[src/rtl/arb_mux_pkg.sv]
// rtl/arb_mux_pkg.sv - shared types and helpers for the arbitrated output mux
package arb_mux_pkg;

  // Arbitration mode as carried on the rr_en pin
  typedef enum logic {
    ARB_FIXED = 1'b0,
    ARB_RR    = 1'b1
  } arb_mode_t;

  // Width of a channel index; never narrower than one bit
  function automatic int idx_w(input int n);
    return (n < 2) ? 1 : $clog2(n);
  endfunction

endpackage

[src/rtl/arb_mux_if.sv]
// rtl/arb_mux_if.sv - producer-side and consumer-side handshake bundle
interface arb_mux_if
  import arb_mux_pkg::*;
#(
  parameter int N = 8,
  parameter int W = 4
) ();

  localparam int IW = idx_w(N);

  logic [N-1:0]  in_valid;
  logic [W-1:0]  in_data [N];
  logic [N-1:0]  in_ready;
  logic          out_valid;
  logic [W-1:0]  out_data;
  logic [IW-1:0] out_sel;
  logic          out_ready;

  // Drives the channels and consumes the output beat
  modport master (
    output in_valid, in_data, out_ready,
    input  in_ready, out_valid, out_data, out_sel
  );

  // The mux itself
  modport slave (
    input  in_valid, in_data, out_ready,
    output in_ready, out_valid, out_data, out_sel
  );

endinterface

[src/rtl/rr_arbiter.sv]
// rtl/rr_arbiter.sv - combinational round-robin / fixed-priority grant
module rr_arbiter
  import arb_mux_pkg::*;
#(
  parameter int  N  = 8,
  localparam int IW = idx_w(N)
) (
  input  logic [N-1:0]  req,
  input  logic [IW-1:0] ptr,
  input  logic          rr_en,
  output logic [N-1:0]  grant,
  output logic [IW-1:0] g
);

  arb_mode_t     w_mode;
  logic [IW-1:0] w_start;
  logic [IW-1:0] w_bit;
  logic          w_found;
  int            w_idx;

  assign w_mode  = arb_mode_t'(rr_en);
  // Fixed priority is just a round-robin scan that always starts at channel 0
  assign w_start = (w_mode == ARB_RR) ? ptr : '0;

  // Scan start, start+1, ... with wrap at N; the first requester wins
  always_comb begin
    grant   = '0;
    g       = '0;
    w_found = 1'b0;
    w_idx   = 0;
    w_bit   = '0;
    for (int k = 0; k < N; k++) begin
      w_idx = int'(w_start) + k;
      if (w_idx >= N) w_idx = w_idx - N;
      w_bit = IW'(w_idx);
      if (!w_found && req[w_bit]) begin
        w_found      = 1'b1;
        grant[w_bit] = 1'b1;
        g            = w_bit;
      end
    end
  end

endmodule

[src/rtl/arb_mux.sv]
// rtl/arb_mux.sv - arbitrated N-to-1 mux with a registered valid/ready output
module arb_mux
  import arb_mux_pkg::*;
#(
  parameter int N = 8,
  parameter int W = 4
) (
  input  logic      clk,
  input  logic      reset,
  input  logic      rr_en,
  arb_mux_if.slave  bus
);

  localparam int IW = idx_w(N);

  logic [IW-1:0] r_ptr;
  logic          r_out_valid;
  logic [W-1:0]  r_out_data;
  logic [IW-1:0] r_out_sel;

  logic          w_load;
  logic [N-1:0]  w_grant;
  logic [IW-1:0] w_g;
  logic [N-1:0]  w_ready;
  logic          w_xfer;
  logic [IW-1:0] w_ptr_next;

  rr_arbiter #(.N(N)) u_arb (
    .req   (bus.in_valid),
    .ptr   (r_ptr),
    .rr_en (rr_en),
    .grant (w_grant),
    .g     (w_g)
  );

  // The register can take a new beat when empty or when its beat leaves now
  assign w_load     = !r_out_valid || bus.out_ready;
  // Grant is already qualified by in_valid; reset cycles never hand out a slot
  assign w_ready    = (w_load && !reset) ? w_grant : '0;
  assign w_xfer     = |w_ready;
  // Explicit wrap so non-power-of-two N never lands on an unused index
  assign w_ptr_next = (int'(w_g) == N - 1) ? '0 : w_g + IW'(1);

  assign bus.in_ready  = w_ready;
  assign bus.out_valid = r_out_valid;
  assign bus.out_data  = r_out_data;
  assign bus.out_sel   = r_out_sel;

  // Output register and round-robin pointer; data/sel keep their value once drained
  always_ff @(posedge clk) begin
    if (reset) begin
      r_ptr       <= '0;
      r_out_valid <= 1'b0;
      r_out_data  <= '0;
      r_out_sel   <= '0;
    end else if (w_xfer) begin
      r_out_valid <= 1'b1;
      r_out_data  <= bus.in_data[w_g];
      r_out_sel   <= w_g;
      r_ptr       <= w_ptr_next;
    end else if (bus.out_ready) begin
      r_out_valid <= 1'b0;
    end
  end

endmodule

[src/flat_wrapper.sv]
// flat-port wrapper written by rule: the top's interface ports become plain ports
module arb_mux_flat import arb_mux_pkg::*;
#(
  parameter int N = 8,
  parameter int W = 4
)
  (clk, reset, rr_en, bus_in_valid, bus_in_data, bus_out_ready, bus_in_ready, bus_out_valid, bus_out_data, bus_out_sel);
  arb_mux_if #(.N(N), .W(W)) bus_i ();
  input  logic clk;
  input  logic reset;
  input  logic rr_en;
  input wire logic [$bits(bus_i.in_valid)-1:0] bus_in_valid;
  input wire logic [$bits(bus_i.in_data)-1:0] bus_in_data;
  input wire logic [$bits(bus_i.out_ready)-1:0] bus_out_ready;
  output wire logic [$bits(bus_i.in_ready)-1:0] bus_in_ready;
  output wire logic [$bits(bus_i.out_valid)-1:0] bus_out_valid;
  output wire logic [$bits(bus_i.out_data)-1:0] bus_out_data;
  output wire logic [$bits(bus_i.out_sel)-1:0] bus_out_sel;
  assign bus_i.in_valid = bus_in_valid;
  assign bus_i.in_data = {>>{bus_in_data}};
  assign bus_i.out_ready = bus_out_ready;
  assign bus_in_ready = bus_i.in_ready;
  assign bus_out_valid = bus_i.out_valid;
  assign bus_out_data = bus_i.out_data;
  assign bus_out_sel = bus_i.out_sel;
  arb_mux #(.N(N), .W(W)) u_core (.clk(clk), .reset(reset), .rr_en(rr_en), .bus(bus_i));
endmodule
[config.mk]
export PLATFORM = sky130hd
export DESIGN_NAME = arb_mux_flat
export DESIGN_NICKNAME = d
export VERILOG_FILES = /design/src/rtl/arb_mux_pkg.sv /design/src/rtl/arb_mux_if.sv /design/src/rtl/rr_arbiter.sv /design/src/rtl/arb_mux.sv /design/src/flat_wrapper.sv
export SDC_FILE = /design/constraint.sdc
export NUM_CORES = 1
export LEC_CHECK = 0
export ABC_AREA = 1
export CORE_ASPECT_RATIO = 1.2
export CORE_MARGIN = 1.5
export CORE_UTILIZATION = 25
export CTS_CLUSTER_SIZE = 8
export DETAILED_ROUTE_END_ITERATION = 6
export GPL_TIMING_DRIVEN = 0
export SLEW_MARGIN = 40
export SYNTH_ARGS = -nofsm -noshare
export SYNTH_HDL_FRONTEND = slang
export SYNTH_SLANG_ARGS = --single-unit
[constraint.sdc]
create_clock -name clk -period 4.7 [get_ports clk]
set_input_delay 0.705 -clock clk [delete_from_list [all_inputs] [get_ports clk]]
set_output_delay 0.705 -clock clk [all_outputs]
set_load 0.03 [all_outputs]
# ---- Word level (Yosys, flattened, before mapping)
# Cells that the tools add are included.
dict set report classes {
  reduce_logical 28
  bitwise_logic 8
  add_sub_neg 16
  eq_ne 1
  n_mux 71
  n_lt_le_gt_ge 25
}
# cell count
set ops {}
lappend ops {{$mux 8} 9}
lappend ops {{$or 8x8->8} 7}
lappend ops {{$mux 3} 18}
lappend ops {{$ge 4x4->1 const B} 8}
lappend ops {{$lt 3x4->1 const B} 8}
lappend ops {{$mux 1} 25}
lappend ops {{$bmux 1 s3} 8}
lappend ops {{$demux 1 s3} 8}
lappend ops {{$ge 3x1->1 const B} 8}
lappend ops {{$sub 3x1->3 const B} 8}
lappend ops {{$add 3x3->4 const B} 4}
lappend ops {{$logic_and 1x1->1} 16}
lappend ops {{$bmux 4 s3} 1}
lappend ops {{$logic_not 1->1} 9}
lappend ops {{$add 3x2->4 const B} 2}
lappend ops {{$mux 4} 2}
lappend ops {{$reduce_or 8->1} 1}
lappend ops {{$add 3x1->4 const B} 1}
lappend ops {{$ge 3x4->1 const B} 1}
lappend ops {{$not 3->4} 1}
lappend ops {{$add 3x1->3 const B} 1}
lappend ops {{$eq 3x1->1 const B} 1}
lappend ops {{$reduce_bool 2->1} 1}
lappend ops {{$logic_or 1x1->1} 1}
dict set report totals {
  input_bits 44
  ff_bits 11
  output_inout_bits 16
}

# ---- Logic depth before layout (Yosys ltp)
dict set report logic_depth {
  depth_word 31
  mapped_depth 25
  ltp_nobuf 22
}

# ---- Modules after synthesis
# From an unflattened synthesis, not the netlist that was laid out.
dict set report hier_totals {
  cells_unflattened 486
  hier_area_um2 2432.3
}
# module area_each_um2 instances cells_per_inst
set modules_own_cells {}
lappend modules_own_cells {rr_arbiter 1441.4 1 297}
lappend modules_own_cells {arb_mux 991.0 1 189}

# ---- Least setup slack after synthesis
# Ideal clock, no wire load.
dict set report synth_path {
  kind {input to output}
  start {in rr_en}
  end {out bus_in_ready[1]}
  cell_stages 17
  path_slack_ns 1.014
  required_ns 3.995
  arrival_ns 2.981
  cell_sequence {nand2_2 > buf_2 > clkbuf_1 > ha_1 > inv_1 > nand3_1 > nand2_1 > nand2_1 > nand2_1 > nand3_4 > nor2_8 > nand4_2 > inv_2 > nand3_1 > nand3_1 > nand2_1 > inv_1}
}
dict set report synth_via {
  elab_chain_cells 28
}
# element line_no
set synth_lines {}
lappend synth_lines {{start: declaration} flat_wrapper.sv:11} ;# input logic rr_en;
lappend synth_lines {{$mux 3 (*)} rr_arbiter.sv:23} ;# assign w_start = (w_mode == ARB_RR) ? ptr : '0;
lappend synth_lines {{parallel branches: the longest is 25 deep, another holds $add 3x1->4} --}
lappend synth_lines {{$mux 8 (*)} rr_arbiter.sv:36} ;# if (!w_found && req[w_bit]) begin
lappend synth_lines {{$mux 8 (*)} arb_mux.sv:39} ;# assign w_ready = (w_load && !reset) ? w_grant : '0;
lappend synth_lines {{end: declaration} flat_wrapper.sv:15} ;# output wire logic [$bits(bus_i.in_ready)-1:0] bus_in_ready;
# Every way passes the cells marked *. The select of a mux whose other input is x is not followed.

# ---- Worst setup path after layout
# Same ends and word-level chain as after synthesis.

==> metrics <==
clk_skew 1.17 ps; antenna violations before repair 0; largest family of logic cells by synthesized area simple AND/OR/NAND/NOR gates; element type at the critical path end output pin; DRC 0; WP data arrival 3740 ps; Initial Util 0.255; WL per Instance 13.9 um; unrepaired setup endpoints after global routing no; Post-Syn Nets 552; Slowest-stage cell, CP ha_2; Hold Crit Class reg -> reg; cell area after layout 3410 um2; crit path cell chain dlygate4sd2_1, nand2_2, clkbuf_8, ha_2, inv_1, nand3_1, nand2_1, nand2_1, nand2_1, nand3_4, nor2_8, nand4_2, inv_4, nand3_1, nand3_1, nand2_1, inv_1, clkdlybuf4s15_2; sw power 975 uW; placed inst area 3290 um2; Critical Path RT 3990 ps; hold-critical path depth 2; die area 10800 um2; grt total ovfl 0; warnings from Yosys 0; drt total wl 9.63 mm; Hold Path Origin u_core.bus.out_sel[0]; post-route ant nets 0; Max VDD drop 0.326 mV; Yosys reg bits 11; slowest stage delay, CP 350 ps; GP Congestion 0.965; WHS Endpoint u_core.bus.out_sel[0]; fin crit period 4440 ps; CTS tree done; end of the worst register-to-register path u_core.r_ptr[2]; Netlist cell types 30; Core Rows 40; register area 220 um2; switch share 0.591; clock latency on the worst-skew pair 240 ps; Final nets 615; Slew headroom 0.603; Hold Fails Final Rpt 0; DR vias 3517; Flop pwr share 0.089; mapped cell area 2540 um2; most frequent CP cell nand2_1; vias in the first global route 3373; Clock Power Share 0.093; pins over their slew limit 0; Max FO, Critical Path 14; CTS Sinks 11; ratio of cells with drive above 1 in the final layout 0.113; Final HPWL DP 7.81 mm; Core ar. 9960 um2; largest net degree at the start of global routing 11; Core Util, Final 0.342; Tot GR Track Use 0.183; setup TNS 0 ps; WHS 484 ps; fmax 225 MHz; leakage 1.84 nW; most frequent cells in the layout nand2_1 (146), nand3_1 (107), inv_1 (74), nor2_1 (59), clkdlybuf4s50_1 (50); PwrDens 484 nW/um2; WP buf/inv 6; clock-pin transition on the worst setup and hold timing paths 40 ps; Setup-failing EPs final 0; CP top delay family simple AND/OR/NAND/NOR gates; compound-gate portion of the synthesized area 0.0493; sequential-to-total area share from yosys stat 0.0867; mux cell area share after synthesis 0; die extent in y 113 um; Fillers 1118; Buffers on Ports 59; area delta synth->final 34.3%; Max-cap violations 0; outcome finished, final reports clean; internal power 675 uW; multi-input logic area 1950 um2; Root Buffer clkbuf_16; n_diodes 0; CP Launch Type input pin; hold buffers post-CTS 0; Synth Area in Simple Gates 0.686; io pins 60; Comb pwr share 0.818; CTS buffer count 3; Avg Inst Size Synth 5.03 um2; Final WS setup 256 ps; post-synthesis adder-cell area fraction 0.0148; DR iter-0 viols 273; Die Span X 95.0 um; actual slew at the worst max-slew pin 594 ps; H-tree depth 1; critical setup path kind in -> out; commonest non-fill, non-tap cell in the layout nand2_1; Reg-to-Reg Start u_core.r_ptr[0]; Place WS -824 ps; first-pass GRT wire length 15.9 mm; detailed-route vias per instance 5.08; synthesized instance count 505; fin crit share 0.946; Reg2Reg Setup Slack 960 ps; Register-to-Register Path Depth 20; Clock Path Buffers 2; DRT Pass-1 Iters 5; Post-Synth XOR/XNOR Area 0.00640
registers in the layout, summed over array words and instances, names as in the netlist:
register and flops:
u_core.bus.out_sel 3, u_core.bus.out_valid 1, u_core.r_ptr 3, u_core.bus.out_data 4
power groups by stage:
| stage | combinational (mW) | sequential (mW) | clock [mW] |
|---|---|---|---|
| 6_report | 1.35 | 0.147 | 0.154 |
| 5_1_grt | 1.49 | 0.150 | 0.164 |
| 4_1_cts | 1.33 | 0.147 | 0.157 |
| 3_5_place_dp | 1.31 | 0.148 | 0 |
| 2_1_floorplan | 0.900 | 0.187 | 0 |
| 3_3_place_gp | 1.32 | 0.148 | 0 |
synth_stat cells:
cell type  count  area, um2
nor2_8         1       20.0
nand3_2        2       20.0
o2111ai_1      1       8.76
nand2_4        2       22.5
nand2_2        8       50.1
o211ai_1       2       15.0
clkbuf_1       1       3.75
dfxtp_1       11        220
nand2_1      146        548
nor2_4         3       33.8
inv_1         74        278
o21bai_1       1       7.51
nor2_1        61        229
buf_1          1       3.75
a21oi_1        2       10.0
nand4_1       28        175
nand4_2        3       37.5
xnor2_2        1       16.3
o21ai_0        8       40.0
inv_2         10       37.5
o21ai_1        7       35.0
ha_1           3       37.5
nor3_1         2       10.0
nand3_1      107        536
clkinv_1       1       3.75
buf_6          2       22.5
buf_2         10       50.1
a21oi_2        1       8.76
nand3_4        2       35.0
nor2_2         4       25.0
cell families (layout without fill, tap and decap cells):
logic type                 Yosys count  after routing
xor gates and xnor gates             1              1
and+or+nand+nor                    369            369
buffers and inverters               99            161
DFF                                 11             11
adders and majority gates            3              3
AOI/OAI and AO/OA                   22             22
layer usage:
layer,wire length [um],up-vias,global-route usage
met3,508,41,0.0173
met5,0,-,0
met1,3720,1557,0.201
met2,4800,165,0.335
met4,594,0,0.103
li1,-,1754,-
worst max-delay path by stage:
| stage | start | end | slack, ps | cells past startpoint |
|---|---|---|---|---|
| 6_report | rr_en | bus_in_ready[1] | 260 | 18 |
| 4_1_cts | rr_en | bus_in_ready[1] | 210 | 19 |
| 5_1_grt | rr_en | bus_in_ready[1] | 30 | 18 |
| 3_3_place_gp | rr_en | bus_in_ready[5] | -870 | 17 |
| 3_5_place_dp | rr_en | bus_in_ready[3] | -820 | 17 |
| 2_1_floorplan | rr_en | bus_in_ready[1] | 1010 | 17 |
stage by stage:
step                cells  total power [mW]
floorplan             505              1.09
global placement      690              1.47
detailed placement    690              1.46
CTS                   694              1.64
global route          693              1.81
finish                693              1.65
worst reg2reg max path, stage by stage (launching register included):
cell      delay [ps]
dfxtp_1          300
buf_2            180
nand2_2          210
clkbuf_8         250
ha_2             410
inv_1            110
nand3_1          110
nand2_1           90
nand2_1           70
nand2_1          130
nand2_1          120
nor2_1           100
o21ai_1          240
nand3_2          130
nor2_4           210
nand3_4          170
buf_6            190
ha_1             200
ha_1             270
nor2_1           110
nor2_1            50
what timing repair did:
item                                    CTS  global route
pin swaps                                 0             1
endpoints found under the hold margin     0             0
endpoints found under the setup margin   10             7
buffers inserted                          0             0
gates resized for setup                  32             3
final cells by class:
type,instances,area share
flip-flops and latches,11,0.0646
plain buffers,13,0.0249
multi-input cells,395,0.571
well taps,126,0.0462
repair buffers,59,0.176
inverters,85,0.0943
clock buffers,4,0.0231
No activity file was read; power rests on OpenSTA's default activity.
